`config.mk`:
```
export PLATFORM = sky130hd
export DESIGN_NAME = bcd_conv_sched
export DESIGN_NICKNAME = d
export VERILOG_FILES = /design/src/rtl/bcd_conv_sched.sv
export SDC_FILE = /design/constraint.sdc
export NUM_CORES = 1
export LEC_CHECK = 0
export BUFFER_PORTS_ARGS = -buffer_cell sky130_fd_sc_hd__buf_2
export CORE_UTILIZATION = 56
export CTS_CLUSTER_DIAMETER = 150
export DETAILED_ROUTE_END_ITERATION = 6
export PLACE_DENSITY = 0.84
export SLEW_MARGIN = 25
export SYNTH_ARGS = -nofsm -noshare
export SYNTH_HDL_FRONTEND = slang
export SYNTH_SLANG_ARGS = --single-unit
export TNS_END_PERCENT = 20
```
`constraint.sdc`:
```
create_clock -name clk -period 3.1 [get_ports clk]
set_clock_uncertainty 0.15 [all_clocks]
set_input_delay 0.31 -clock clk [delete_from_list [all_inputs] [get_ports clk]]
set_output_delay 0.31 -clock clk [all_outputs]
set_load 0.05 [all_outputs]
```
`src/rtl/bcd_conv_sched.sv`:
```
// Shared binary-to-BCD engine: a round-robin arbiter feeds one shift-add-3 (double-dabble) converter.
// Latency: out_valid rises WIDTH clock edges after the edge that accepts a request.
// Backpressure: one conversion in flight at a time. req_ready is low outside IDLE, and a result
// is held in DONE until out_ready is seen.
//
// Ports:
//   clk, rst            clock; asynchronous active-high reset
//   req_valid/req_ready per-requester handshake; req_ready is a one-hot grant, given only in IDLE
//   req_data            NREQ packed operands; requester i at [i*WIDTH +: WIDTH]
//   out_valid/out_ready result handshake
//   out_bcd, out_id     packed BCD result (digit 0 in [3:0]) and the index of its owner
//   busy                high while a conversion is in progress or waiting to be taken
//   conv_count          completed conversions, modulo 256
module bcd_conv_sched #(
  parameter int WIDTH  = 8,
  parameter int DIGITS = 3,
  parameter int NREQ   = 2,
  localparam int IDW   = ($clog2(NREQ) > 1) ? $clog2(NREQ) : 1
) (
  input  logic                  clk,
  input  logic                  rst,
  input  logic [NREQ-1:0]       req_valid,
  input  logic [NREQ*WIDTH-1:0] req_data,
  output logic [NREQ-1:0]       req_ready,
  output logic                  out_valid,
  input  logic                  out_ready,
  output logic [4*DIGITS-1:0]   out_bcd,
  output logic [IDW-1:0]        out_id,
  output logic                  busy,
  output logic [7:0]            conv_count
);

  localparam int BW = 4 * DIGITS;
  localparam int CW = $clog2(WIDTH + 1);

  typedef enum logic [1:0] {
    S_IDLE  = 2'd0,
    S_SHIFT = 2'd1,
    S_DONE  = 2'd2
  } state_t;

  state_t state_q, state_d;

  logic [WIDTH-1:0] opnd_q;
  logic [BW-1:0]    bcd_q;
  logic [BW-1:0]    bcd_adj;
  logic [CW-1:0]    bit_cnt_q;
  logic [IDW-1:0]   ptr_q;
  logic [IDW-1:0]   id_q;
  logic [7:0]       conv_cnt_q;

  logic [NREQ-1:0]  grant;
  logic [IDW-1:0]   grant_idx;
  logic             grant_any;
  logic             accept;
  logic             shift_en;
  logic             out_hs;

  // Unpack the flat operand bus so the winner can be selected by index.
  logic [WIDTH-1:0] req_opnd [NREQ];

  for (genvar i = 0; i < NREQ; i++) begin : g_unpack
    assign req_opnd[i] = req_data[i*WIDTH +: WIDTH];
  end

  // Round-robin pick: scan from ptr_q upward, wrapping modulo NREQ.
  // The first valid requester found wins.
  always_comb begin : rr_pick
    int             cand;
    logic [IDW-1:0] sel;
    grant     = '0;
    grant_idx = '0;
    grant_any = 1'b0;
    cand      = 0;
    sel       = '0;
    for (int k = 0; k < NREQ; k++) begin
      cand = int'(ptr_q) + k;
      if (cand >= NREQ) begin
        cand = cand - NREQ;
      end
      sel = IDW'(cand);
      if (!grant_any && req_valid[sel]) begin
        grant_any = 1'b1;
        grant_idx = sel;
      end
    end
    grant[grant_idx] = grant_any;
  end

  // Add-3 correction: every digit that is 5 or more gets +3 before the shift.
  // There is no carry between digits, because the shift that follows does the doubling.
  always_comb begin
    bcd_adj = bcd_q;
    for (int d = 0; d < DIGITS; d++) begin
      if (bcd_q[4*d +: 4] >= 4'd5) begin
        bcd_adj[4*d +: 4] = bcd_q[4*d +: 4] + 4'd3;
      end
    end
  end

  // State register
  always_ff @(posedge clk or posedge rst) begin
    if (rst) begin
      state_q <= S_IDLE;
    end else begin
      state_q <= state_d;
    end
  end

  // Next state and per-state strobes
  always_comb begin
    state_d   = state_q;
    accept    = 1'b0;
    shift_en  = 1'b0;
    out_hs    = 1'b0;
    req_ready = '0;
    unique case (state_q)
      S_IDLE: begin
        req_ready = grant;
        if (grant_any) begin
          accept  = 1'b1;
          state_d = S_SHIFT;
        end
      end
      S_SHIFT: begin
        shift_en = 1'b1;
        // The counter is sampled before it increments, so WIDTH-1 marks the last shift.
        if (bit_cnt_q == CW'(WIDTH - 1)) begin
          state_d = S_DONE;
        end
      end
      S_DONE: begin
        // Going back through IDLE means no request can be granted in the handshake cycle.
        if (out_ready) begin
          out_hs  = 1'b1;
          state_d = S_IDLE;
        end
      end
      default: state_d = S_IDLE;
    endcase
  end

  // Datapath, arbitration pointer and statistics
  always_ff @(posedge clk or posedge rst) begin
    if (rst) begin
      opnd_q     <= '0;
      bcd_q      <= '0;
      bit_cnt_q  <= '0;
      ptr_q      <= '0;
      id_q       <= '0;
      conv_cnt_q <= '0;
    end else begin
      if (accept) begin
        opnd_q    <= req_opnd[grant_idx];
        bcd_q     <= '0;
        bit_cnt_q <= '0;
        id_q      <= grant_idx;
        ptr_q     <= (grant_idx == IDW'(NREQ - 1)) ? '0 : grant_idx + IDW'(1);
      end
      if (shift_en) begin
        // {bcd, operand} shifts left one place; the operand MSB enters BCD bit 0.
        bcd_q     <= {bcd_adj[BW-2:0], opnd_q[WIDTH-1]};
        opnd_q    <= {opnd_q[WIDTH-2:0], 1'b0};
        bit_cnt_q <= bit_cnt_q + CW'(1);
      end
      if (out_hs) begin
        conv_cnt_q <= conv_cnt_q + 8'd1;
      end
    end
  end

  // The BCD register keeps the last result after the handshake.
  // It is cleared only by the next accept.
  assign out_valid  = (state_q == S_DONE);
  assign busy       = (state_q != S_IDLE);
  assign out_bcd    = bcd_q;
  assign out_id     = id_q;
  assign conv_count = conv_cnt_q;

endmodule

```
==> key figures <==
Final layout
  • Multi-input logic area: 832 um^2
  • Fin nets: 247
  • Area Overhead vs Synth: 19.7%
  • Number of diodes: 0
  • Fraction of layout cells with a size suffix above 1: 0.274
  • Finished Layout Cells: 263
  • Sequential cell area in the final layout: 901 um^2
  • Number of fillers in the final layout: 244
  • Post-route cell area: 2160 um^2

Floorplanning
  • Die outline width: 58.7 um
  • Cell Rows: 20
  • Die height: 58.7 um
  • Initial Utilization: 0.590
  • Number of placed I/O pins: 46
  • Placeable Area: 3050 um^2
  • Total Die Area: 3450 um^2

Routing
  • Total vias in the final route: 1,422
  • Pre-antenna DRT Iters: 4
  • DR WL/cell: 14.1 um
  • Via density per instance: 5.41
  • WL final: 3700 um
  • Post-DRT Antenna Nets: 0
  • Number of violations reported at the end of detailed-routing iteration 0: 49
  • Number of DRC violations after detailed routing: 0

GRT
  • Tot GR Track Use: 0.249
  • Total global routing overflow: 0
  • Wire length of the first global-routing pass: 6310 um
  • Number of antenna violations at the first check in global routing: 0
  • Maximum number of pins on one net before global-route repair: 37
  • Vias in the first global route: 1,434

Status
  • Result of the run: complete, no violations

Placed design
  • Total half-perimeter wirelength after legalization and detailed placement: 2590 um
  • Instance area at placement: 2070 um^2
  • Port buffer count: 45
  • Placement-stage worst setup slack: 1.29 ns
  • Final estimated routing congestion in global placement: 0.748
  • Number of placed instances, taps included: 254

Flow run
  • Maximum capacitance violations: 0

Worst setup path
  • Largest delay contributor family on the critical path: simple AND/OR/NAND/NOR gates
  • Crit path largest cell delay: 0.46 ns
  • Worst EP arrival: 1.74 ns
  • Crit. End Element: output pin
  • Startpoint of the worst setup timing path: state_q[1]
  • Slowest cell on crit path: sky130_fd_sc_hd__dfrtp_1
  • Required time of the critical path: 2.64 ns
  • Critical-path cell list: or2_1, or2_4, nor2_4, buf_2
  • Beginning of the worst register-to-register path: state_q[1]
  • Kind of start point of the critical path: register
  • Category of the most critical setup path: register to output pin
  • Worst Path Max Fanout: 7
  • Buf+Inv Stages, Crit Path: 1

CTS
  • Clock tree from TritonCTS: yes
  • Clock insertion delay at the later pin of the skew report: 0.35 ns
  • Number of buffers added by the clock tree synthesis step: 5
  • Number of sinks driven by the clock tree: 36
  • Number of setup buffers added after CTS: 0
  • Clock transition at path regs: 0.11 ns
  • Cell at the root of the clock tree: sky130_fd_sc_hd__clkbuf_4
  • CTS max path bufs: 2
  • Number of resized instances in the post-cts repair step: 0
  • CTS H-tree lvls: 2
  • Number of buffers inserted for hold repair after clock tree synthesis: 1

Worst hold path
  • Source of the worst hold timing path: out_ready
  • Hold WC Path Type: primary input to register

Timing
  • Least-Margin Pin Slew: 0.848 ns
  • Min Tclk post-route: 2.20 ns
  • Final setup violation count: 0
  • RSZ-0062 raised after global routing: no
  • Final Hold Fails: 0
  • Max transition margin: 0.435
  • Post-layout worst setup margin: 0.897 ns
  • Final Cycle Share: 0.711
  • Final Max Tran Viols: 0
  • Total Negative Setup Slacks: 0 ns
  • Highest attainable clock frequency: 454 MHz

Logic synthesis
  • Synthesized netlist net count: 198
  • Seq cells post-synth: 36
  • Netlist cell types: 35
  • Total number of yosys warnings: 0
  • Post-synthesis instance total: 169
  • Sequential-to-total area share from yosys stat: 0.500
  • Mapped cell area: 1800 um^2
  • Per-instance average area after synthesis: 10.7 um^2

Pwr
  • Cell-internal power: 0.00117 W
  • Clk pwr share: 0.150
  • Proportion of power drawn by flip-flops and latches: 0.354
  • Peak supply drop: 504 uV
  • Switching power: 0.000990 W
  • Cell Pwr Density: 1000 nW/um^2
  • Share of total power in combinational logic: 0.495
  • Switching power as a share of total power: 0.458
  • Leakage power summed over all cells: 1.12 nW
## power by group through the flow
stage | sequential [W] | combinational, W | clock, W
2_1_floorplan | 0.000991 | 0.000605 | 0
3_3_place_gp | 0.000756 | 0.00101 | 0
3_5_place_dp | 0.000772 | 0.00107 | 0
4_1_cts | 0.000765 | 0.00108 | 0.000329
5_1_grt | 0.000790 | 0.00118 | 0.000350
6_report | 0.000765 | 0.00107 | 0.000325
## registers in the layout, summed over array words and instances, names as in the netlist
register / count
bit_cnt_q: 4
opnd_q: 8
state_q: 2
conv_count: 8
out_bcd: 12
out_id: 1
ptr_q: 1
## cell families after synthesis
| family | after synthesis | synth area share |
|---|---|---|
| AO/OA/AOI/OAI | 43 | 0.153 |
| XOR/XNOR | 13 | 0.0632 |
| adder cells (fa/ha/maj) | 8 | 0.0556 |
| buffers and inverters | 16 | 0.0375 |
| flip-flops | 36 | 0.500 |
| multiplexers | 12 | 0.0674 |
| AND/OR/NAND/NOR | 41 | 0.123 |
## worst paths after layout
path | end | slack [ns] | depth (start not counted)
worst max-delay path | req_ready[1] | 0.90 | 4
min in group asynchronous | conv_count[5] | 0.44 | 4
max in group asynchronous | opnd_q[0] | 2.04 | 4
worst max register to register | out_bcd[11] | 1.27 | 3
worst min register to register | conv_count[7] | 0.33 | 1
worst min-delay path | state_q[1] | 0.07 | 2
## placed cells by master (no fill, tap or decap), types with 6 or more instances in the layout
cell type and n:
sky130_fd_sc_hd__xnor2_1 6, sky130_fd_sc_hd__xor2_1 7, sky130_fd_sc_hd__mux2i_1 11, sky130_fd_sc_hd__o21ai_1 7, sky130_fd_sc_hd__ha_1 8, sky130_fd_sc_hd__dfrtp_1 36
sky130_fd_sc_hd__inv_1 9, sky130_fd_sc_hd__a21oi_1 10, sky130_fd_sc_hd__buf_2 45, sky130_fd_sc_hd__o22ai_1 11, sky130_fd_sc_hd__nand2_1 12, sky130_fd_sc_hd__nor2_1 7
## Yosys cell counts
library cell,number,area (um^2)
sky130_fd_sc_hd__o31ai_1,4,30.0
sky130_fd_sc_hd__inv_1,9,33.8
sky130_fd_sc_hd__nand3_1,4,20.0
sky130_fd_sc_hd__and2_1,1,6.26
sky130_fd_sc_hd__nor3_2,1,10.0
sky130_fd_sc_hd__xnor2_1,6,52.6
sky130_fd_sc_hd__o32ai_1,2,17.5
sky130_fd_sc_hd__nand2b_1,4,25.0
sky130_fd_sc_hd__a32o_1,3,30.0
sky130_fd_sc_hd__nand4b_1,1,8.76
sky130_fd_sc_hd__a21o_1,1,7.51
sky130_fd_sc_hd__a22o_1,3,26.3
sky130_fd_sc_hd__dfrtp_1,36,901
sky130_fd_sc_hd__ha_1,8,100
sky130_fd_sc_hd__nor2b_1,1,6.26
sky130_fd_sc_hd__or2_1,2,12.5
sky130_fd_sc_hd__o22ai_1,11,68.8
sky130_fd_sc_hd__mux2_1,1,11.3
sky130_fd_sc_hd__a21oi_1,10,50.1
sky130_fd_sc_hd__and2b_1,1,7.51
sky130_fd_sc_hd__xor2_1,7,61.3
sky130_fd_sc_hd__clkbuf_1,3,11.3
sky130_fd_sc_hd__buf_2,3,15.0
sky130_fd_sc_hd__nor2_4,1,11.3
sky130_fd_sc_hd__nor3_1,2,10.0
sky130_fd_sc_hd__or2_4,1,8.76
sky130_fd_sc_hd__nand3b_1,1,7.51
sky130_fd_sc_hd__o21ai_0,2,10.0
sky130_fd_sc_hd__nor2_2,1,6.26
sky130_fd_sc_hd__nand2_1,12,45.0
sky130_fd_sc_hd__mux2i_1,11,110
sky130_fd_sc_hd__nor2_1,7,26.3
sky130_fd_sc_hd__o21ai_1,7,35.0
sky130_fd_sc_hd__buf_4,1,7.51
sky130_fd_sc_hd__nand3_2,1,10.0
## stage by stage
step	hold slack [ns]	total power, W	util
after floorplan	0.269	0.00160	-
after global placement	0.276	0.00176	0.678
after detailed placement	0.283	0.00184	0.678
after CTS	0.0571	0.00217	0.706
after global routing	0.0527	0.00232	0.706
final	0.0673	0.00216	0.706
## final cells by class
class                   instances  share of cell area
well taps                      44              0.0255
flip-flops and latches         36               0.418
clock inverters                 2              0.0163
clock buffers                   6              0.0192
multi-input cells             117               0.386
inverters                       9              0.0157
repair buffers                 49               0.120
## metal layers
metal / share of wire / wire length [um] / track usage / vias to the layer above
met5: 0 / 0 / 0 / -
met4: 0.013 / 48 / 0.0986 / 0
met3: 0.046 / 171 / 0.0703 / 5
met2: 0.50 / 1860 / 0.427 / 44
met1: 0.44 / 1620 / 0.297 / 673
li1: - / - / - / 700
Power figures use the tool's default switching activity.
